`src/rtl/reg_file_8x8.sv`:
```
// -----------------------------------------------------------------------------
// reg_file_8x8
//   General-purpose register file feeding the ALU operand buses. Eight 8-bit
//   signed registers, two combinational read ports, one synchronous write port.
//   Optional same-cycle write-to-read forwarding (BYPASS = 1).
//
// Ports
//   CLK          in   1           system clock, rising edge
//   RESET        in   1           asynchronous active-low reset
//   IN           in   DATA_WIDTH  write data (ALU result)
//   INADDRESS    in   ADDR_WIDTH  write register index
//   WRITE        in   1           write enable, sampled at rising CLK
//   OUT1ADDRESS  in   ADDR_WIDTH  read port 1 index
//   OUT2ADDRESS  in   ADDR_WIDTH  read port 2 index
//   OUT1         out  DATA_WIDTH  read port 1 data (ALU operand 1)
//   OUT2         out  DATA_WIDTH  read port 2 data (ALU operand 2)
//   WRITE_ACK    out  1           high for the cycle after a committed write
//   WRITE_COUNT  out  8           committed-write counter, wraps 255 -> 0
// -----------------------------------------------------------------------------
module reg_file_8x8 #(
    parameter int DATA_WIDTH = 8,
    parameter int NUM_REGS   = 8,
    parameter int ADDR_WIDTH = 3,
    parameter int BYPASS     = 0
) (
    input  logic                  CLK,
    input  logic                  RESET,
    input  logic [DATA_WIDTH-1:0] IN,
    input  logic [ADDR_WIDTH-1:0] INADDRESS,
    input  logic                  WRITE,
    input  logic [ADDR_WIDTH-1:0] OUT1ADDRESS,
    input  logic [ADDR_WIDTH-1:0] OUT2ADDRESS,
    output logic [DATA_WIDTH-1:0] OUT1,
    output logic [DATA_WIDTH-1:0] OUT2,
    output logic                  WRITE_ACK,
    output logic [7:0]            WRITE_COUNT
);

    typedef enum logic {
        ST_IDLE = 1'b0,
        ST_ACK  = 1'b1
    } ack_state_t;

    // Registers are held in flops (not block RAM): they need an asynchronous
    // clear and two combinational read ports.
    logic [DATA_WIDTH-1:0] r_regs [NUM_REGS];
    logic [NUM_REGS-1:0]   w_wen;
    ack_state_t            r_state;
    ack_state_t            w_state_next;
    logic [7:0]            r_count;

    // One-hot write-enable decode.
    genvar gi;
    generate
        for (gi = 0; gi < NUM_REGS; gi++) begin : g_wdec
            assign w_wen[gi] = WRITE && (INADDRESS == ADDR_WIDTH'(gi));
        end
    endgenerate

    always_ff @(posedge CLK or negedge RESET) begin
        if (!RESET) begin
            for (int i = 0; i < NUM_REGS; i++) begin
                r_regs[i] <= '0;
            end
        end else begin
            for (int i = 0; i < NUM_REGS; i++) begin
                if (w_wen[i]) begin
                    r_regs[i] <= IN;
                end
            end
        end
    end

    // Ack machine: state simply follows WRITE sampled at each edge, so
    // back-to-back writes keep WRITE_ACK high.
    always_comb begin
        w_state_next = ST_IDLE;
        if (WRITE) begin
            w_state_next = ST_ACK;
        end
    end

    always_ff @(posedge CLK or negedge RESET) begin
        if (!RESET) begin
            r_state <= ST_IDLE;
            r_count <= '0;
        end else begin
            r_state <= w_state_next;
            if (WRITE) begin
                r_count <= r_count + 8'd1;   // natural 8-bit wrap
            end
        end
    end

    assign WRITE_ACK   = (r_state == ST_ACK);
    assign WRITE_COUNT = r_count;

    // Read ports. Each port forwards independently when enabled.
    logic [ADDR_WIDTH-1:0] w_rd_addr [2];
    logic [DATA_WIDTH-1:0] w_rd_data [2];

    assign w_rd_addr[0] = OUT1ADDRESS;
    assign w_rd_addr[1] = OUT2ADDRESS;

    generate
        for (gi = 0; gi < 2; gi++) begin : g_rport
            if (BYPASS != 0) begin : g_fwd
                assign w_rd_data[gi] = (WRITE && (w_rd_addr[gi] == INADDRESS))
                                       ? IN : r_regs[w_rd_addr[gi]];
            end else begin : g_nofwd
                assign w_rd_data[gi] = r_regs[w_rd_addr[gi]];
            end
        end
    endgenerate

    assign OUT1 = w_rd_data[0];
    assign OUT2 = w_rd_data[1];

endmodule

```
`config.mk`:
```
export PLATFORM = sky130hd
export DESIGN_NAME = reg_file_8x8
export DESIGN_NICKNAME = d
export VERILOG_FILES = /design/src/rtl/reg_file_8x8.sv
export SDC_FILE = /design/constraint.sdc
export NUM_CORES = 1
export LEC_CHECK = 0
export CORE_MARGIN = 2
export CORE_UTILIZATION = 62
export CTS_BUF_LIST = sky130_fd_sc_hd__clkbuf_2
export CTS_CLUSTER_DIAMETER = 50
export DETAILED_ROUTE_END_ITERATION = 10
export HOLD_SLACK_MARGIN = 0.02
export PLACE_DENSITY = 0.95
export SYNTH_ARGS = -nofsm -noshare
export SYNTH_HDL_FRONTEND = slang
export SYNTH_SLANG_ARGS = --single-unit
```
`constraint.sdc`:
```
create_clock -name CLK -period 4.5 [get_ports CLK]
set_input_delay 0.9 -clock CLK [delete_from_list [all_inputs] [get_ports CLK]]
set_output_delay 0.9 -clock CLK [all_outputs]
set_load 0.1 [all_outputs]
```
==> impl_metrics.csv <==
group,metric,value,unit
status,status,"completed",
yosys,syn_area,3940,um2
global_routing,grtUsageMet2,0.395,
sta,finalSetupTns,0,ns
yosys,synth_top_area_cell,"dfrtp_1",
clocking,cts_setup_buffers,0,
drt,routed_via_density,6.50,
sta,report.final.setup_viol,0,
finish,insertedDiodeCount,0,
yosys,yosysSeqAreaShare,0.464,
setup_path,critPathArrivalTime,2.81,ns
placed_design,routabilityCongestion,0.756,
floorplan,die_w,83.7,um
finish,area_delta_synth_final,20.6,%
yosys,synth_edf_count,0,
sta,layout_min_cycle_time,3.71,ns
floorplan,pin_count,45,
global_routing,grt_max_degree,45,
sta,grt_setup_unrepaired,"false",
finish,nNetsFinal,293,
yosys,syn_avg_cell_area,17.3,um2
power_and_ir_drop,irDropWorstVdd,0.716,mV
sta,drv_slew,0,
clocking,clk_pin_slew_worst_paths,0.18,ns
yosys,synth.distinct_cells,22,
setup_path,crit_path_max_fanout,16,
yosys,synthFlopType,"dfrtp_1",
sta,fin_crit_sh,0.825,
global_routing,overflow,0,
global_routing,use_met3,0.0673,
drt,drc,0,
setup_path,worstPathRequired,3.60,ns
global_routing,grt_pass1_wl,13.3,mm
sta,skew,0.0161,ns
placed_design,io_buffers,44,
floorplan,coreArea,6240,um2
floorplan,die_y,83.7,um
yosys,synth_commonest_cells,"mux2_2, dfrtp_1, mux4_1",
power_and_ir_drop,comb_power_share,0.450,
sta,timing.fmax,269,MHz
clocking,cts_htree_levels,3,
clocking,cts_made_buffers,9,
setup_path,end_kind,"output pin",
power_and_ir_drop,p_seq_frac,0.339,
yosys,synth_fp_nets,248,
clocking,cts.sink_count,73,
yosys,yosysWarnings,0,
yosys,ys_top_cells_by_area,"dfrtp_1, mux2_2, mux4_1, mux4_2, nand4b_2",
finish,ff_latch_area,1830,um2
yosys,synth_most_common_cell,"mux2_2",
power_and_ir_drop,power_density,581,nW/um2
sta,hold_violations,0,
clocking,clk_latency,0.51,ns
power_and_ir_drop,p_leak,0.00206,uW
drt,drt-total-wl,8.10,mm
finish,drive_gt1_frac,0.462,
sta,tightest_slew,0.977,ns
finish,multi_input_area,2000,um2
flow_run,cap_violations,0,
clocking,cts_tree,"built",
setup_path,worst-setup-path-type,"in2out",
drt,post_drt_wl_per_cell,22.9,um
placed_design,dpl.hpwl,5.20,mm
drt,initialDrtViolationCount,142,
floorplan,die_area,7000,um2
global_routing,grtUsageTotal,0.253,
drt,ant_nets,0,
clocking,clockBufferDepth,2,
finish,final_util,0.761,
setup_path,cp-start-kind,"input port",
global_routing,top_usage_layer,"met2",
sta,slew_headroom,0.347,
yosys,ys_async_sr_fraction,1.00,
global_routing,grt_pass1_vias,2526,
global_routing,antenna_found_initial,0,
drt,dr.pass1.iters,4,
yosys,yosysTopAreaCellShare,0.464,
power_and_ir_drop,p_clk_frac,0.211,
finish,fillCellCount,365,
power_and_ir_drop,p_int,1660,uW
clocking,cts_hold_buf,0,
clocking,clockRootBuffer,"clkbuf_2",
power_and_ir_drop,p_sw,1100,uW
clocking,post_cts_resized,0,
floorplan,start_util,0.631,
floorplan,num_rows,29,
power_and_ir_drop,swShare,0.398,
global_routing,grt_use_met1,0.339,
yosys,ys_ff_latch,73,
min_path,min_path_type,"reg2reg",
yosys,synthesis.instances,227,
drt,vias,2301,
[worst paths after layout]
kind / depth (start not counted) / slack, ns / to / from
max: 4 / 0.79 / OUT2[1] / OUT2ADDRESS[2]
min: 1 / 0.49 / WRITE_COUNT[7]$_DFFE_PN0P_ / WRITE_COUNT[7]$_DFFE_PN0P_
max reg2reg: 3 / 3.28 / WRITE_COUNT[7]$_DFFE_PN0P_ / WRITE_COUNT[2]$_DFFE_PN0P_
min reg2reg: 1 / 0.49 / WRITE_COUNT[7]$_DFFE_PN0P_ / WRITE_COUNT[7]$_DFFE_PN0P_
max in group asynchronous: 2 / 3.03 / r_regs[12]$_DFFE_PN0P_ / RESET
min in group asynchronous: 1 / 0.50 / r_regs[25]$_DFFE_PN0P_ / RESET
[registers in the layout (all words and copies together) (netlist names)]
register	count
r_regs	64
WRITE_COUNT	8
WRITE_ACK	1
[power groups by stage]
stage	Clock, uW	Sequential, uW	Combinational (uW)
after global placement	0	929	1220
after global routing	620	961	1290
after CTS	588	933	1250
final	582	936	1240
after detailed placement	0	945	1250
after floorplan	0	1130	678
[kinds of logic (layout without fill, tap and decap cells)]
family | after synthesis | after routing | share of synthesized area
multiplexers | 113 | 113 | 0.443
flip-flops | 73 | 73 | 0.464
AND/OR/NAND/NOR | 19 | 19 | 0.0451
buffers and inverters | 14 | 64 | 0.0289
XOR/XNOR | 7 | 7 | 0.0156
adder cells (fa/ha/maj) | 1 | 1 | 0.00318
[metal layers]
metal / routed length [um] / part of all wire
met3: 564 / 0.070
met4: 182 / 0.022
met2: 4060 / 0.50
met5: 0 / 0
met1: 3300 / 0.41
[cell type report]
class,count,area share
Tap cell,77,0.0203
Clock inverter,6,0.0324
Clock buffer,10,0.0105
Sequential cell,73,0.385
Timing Repair Buffer,48,0.132
Multi-Input combinational cell,140,0.420
[worst max-delay path: stages]
cell	delay (ns)
clkdlybuf4s50_1	0.98
mux4_1	0.42
mux2_2	0.32
buf_12	0.17
[cells in the final DEF (no fill, tap or decap)]
cell type / synthesis / final
xor2_1: 3 / 3
and3_1: 1 / 1
clkbuf_2: 0 / 10
mux4_1: 30 / 30
nand4b_2: 3 / 3
mux2_2: 81 / 81
clkdlybuf4s50_1: 0 / 27
nor3_1: 1 / 1
clkinv_1: 0 / 1
buf_12: 2 / 16
nand4_2: 1 / 1
nor2_1: 1 / 1
nand4_1: 3 / 3
ha_1: 1 / 1
buf_4: 0 / 4
xnor2_1: 4 / 4
nor3b_4: 2 / 2
nand2b_4: 1 / 1
nand2_1: 4 / 4
bufinv_16: 0 / 5
mux4_2: 2 / 2
buf_2: 5 / 1
dfrtp_1: 73 / 73
nor3_2: 2 / 2
[per-stage QoR]
step                area (um2)  total power [uW]  cells  setup WS (ns)  hold slack [ns]
CTS                       4750              2770    354          0.776            0.498
floorplan                 3940              1810    227           1.44            0.485
global route              4750              2870    354          0.725            0.527
detailed placement        4550              2190    338          0.776            0.480
global placement          4550              2150    338          0.860            0.457
finish                    4750              2760    354          0.786            0.494
No activity file was read; power rests on OpenSTA's default activity.
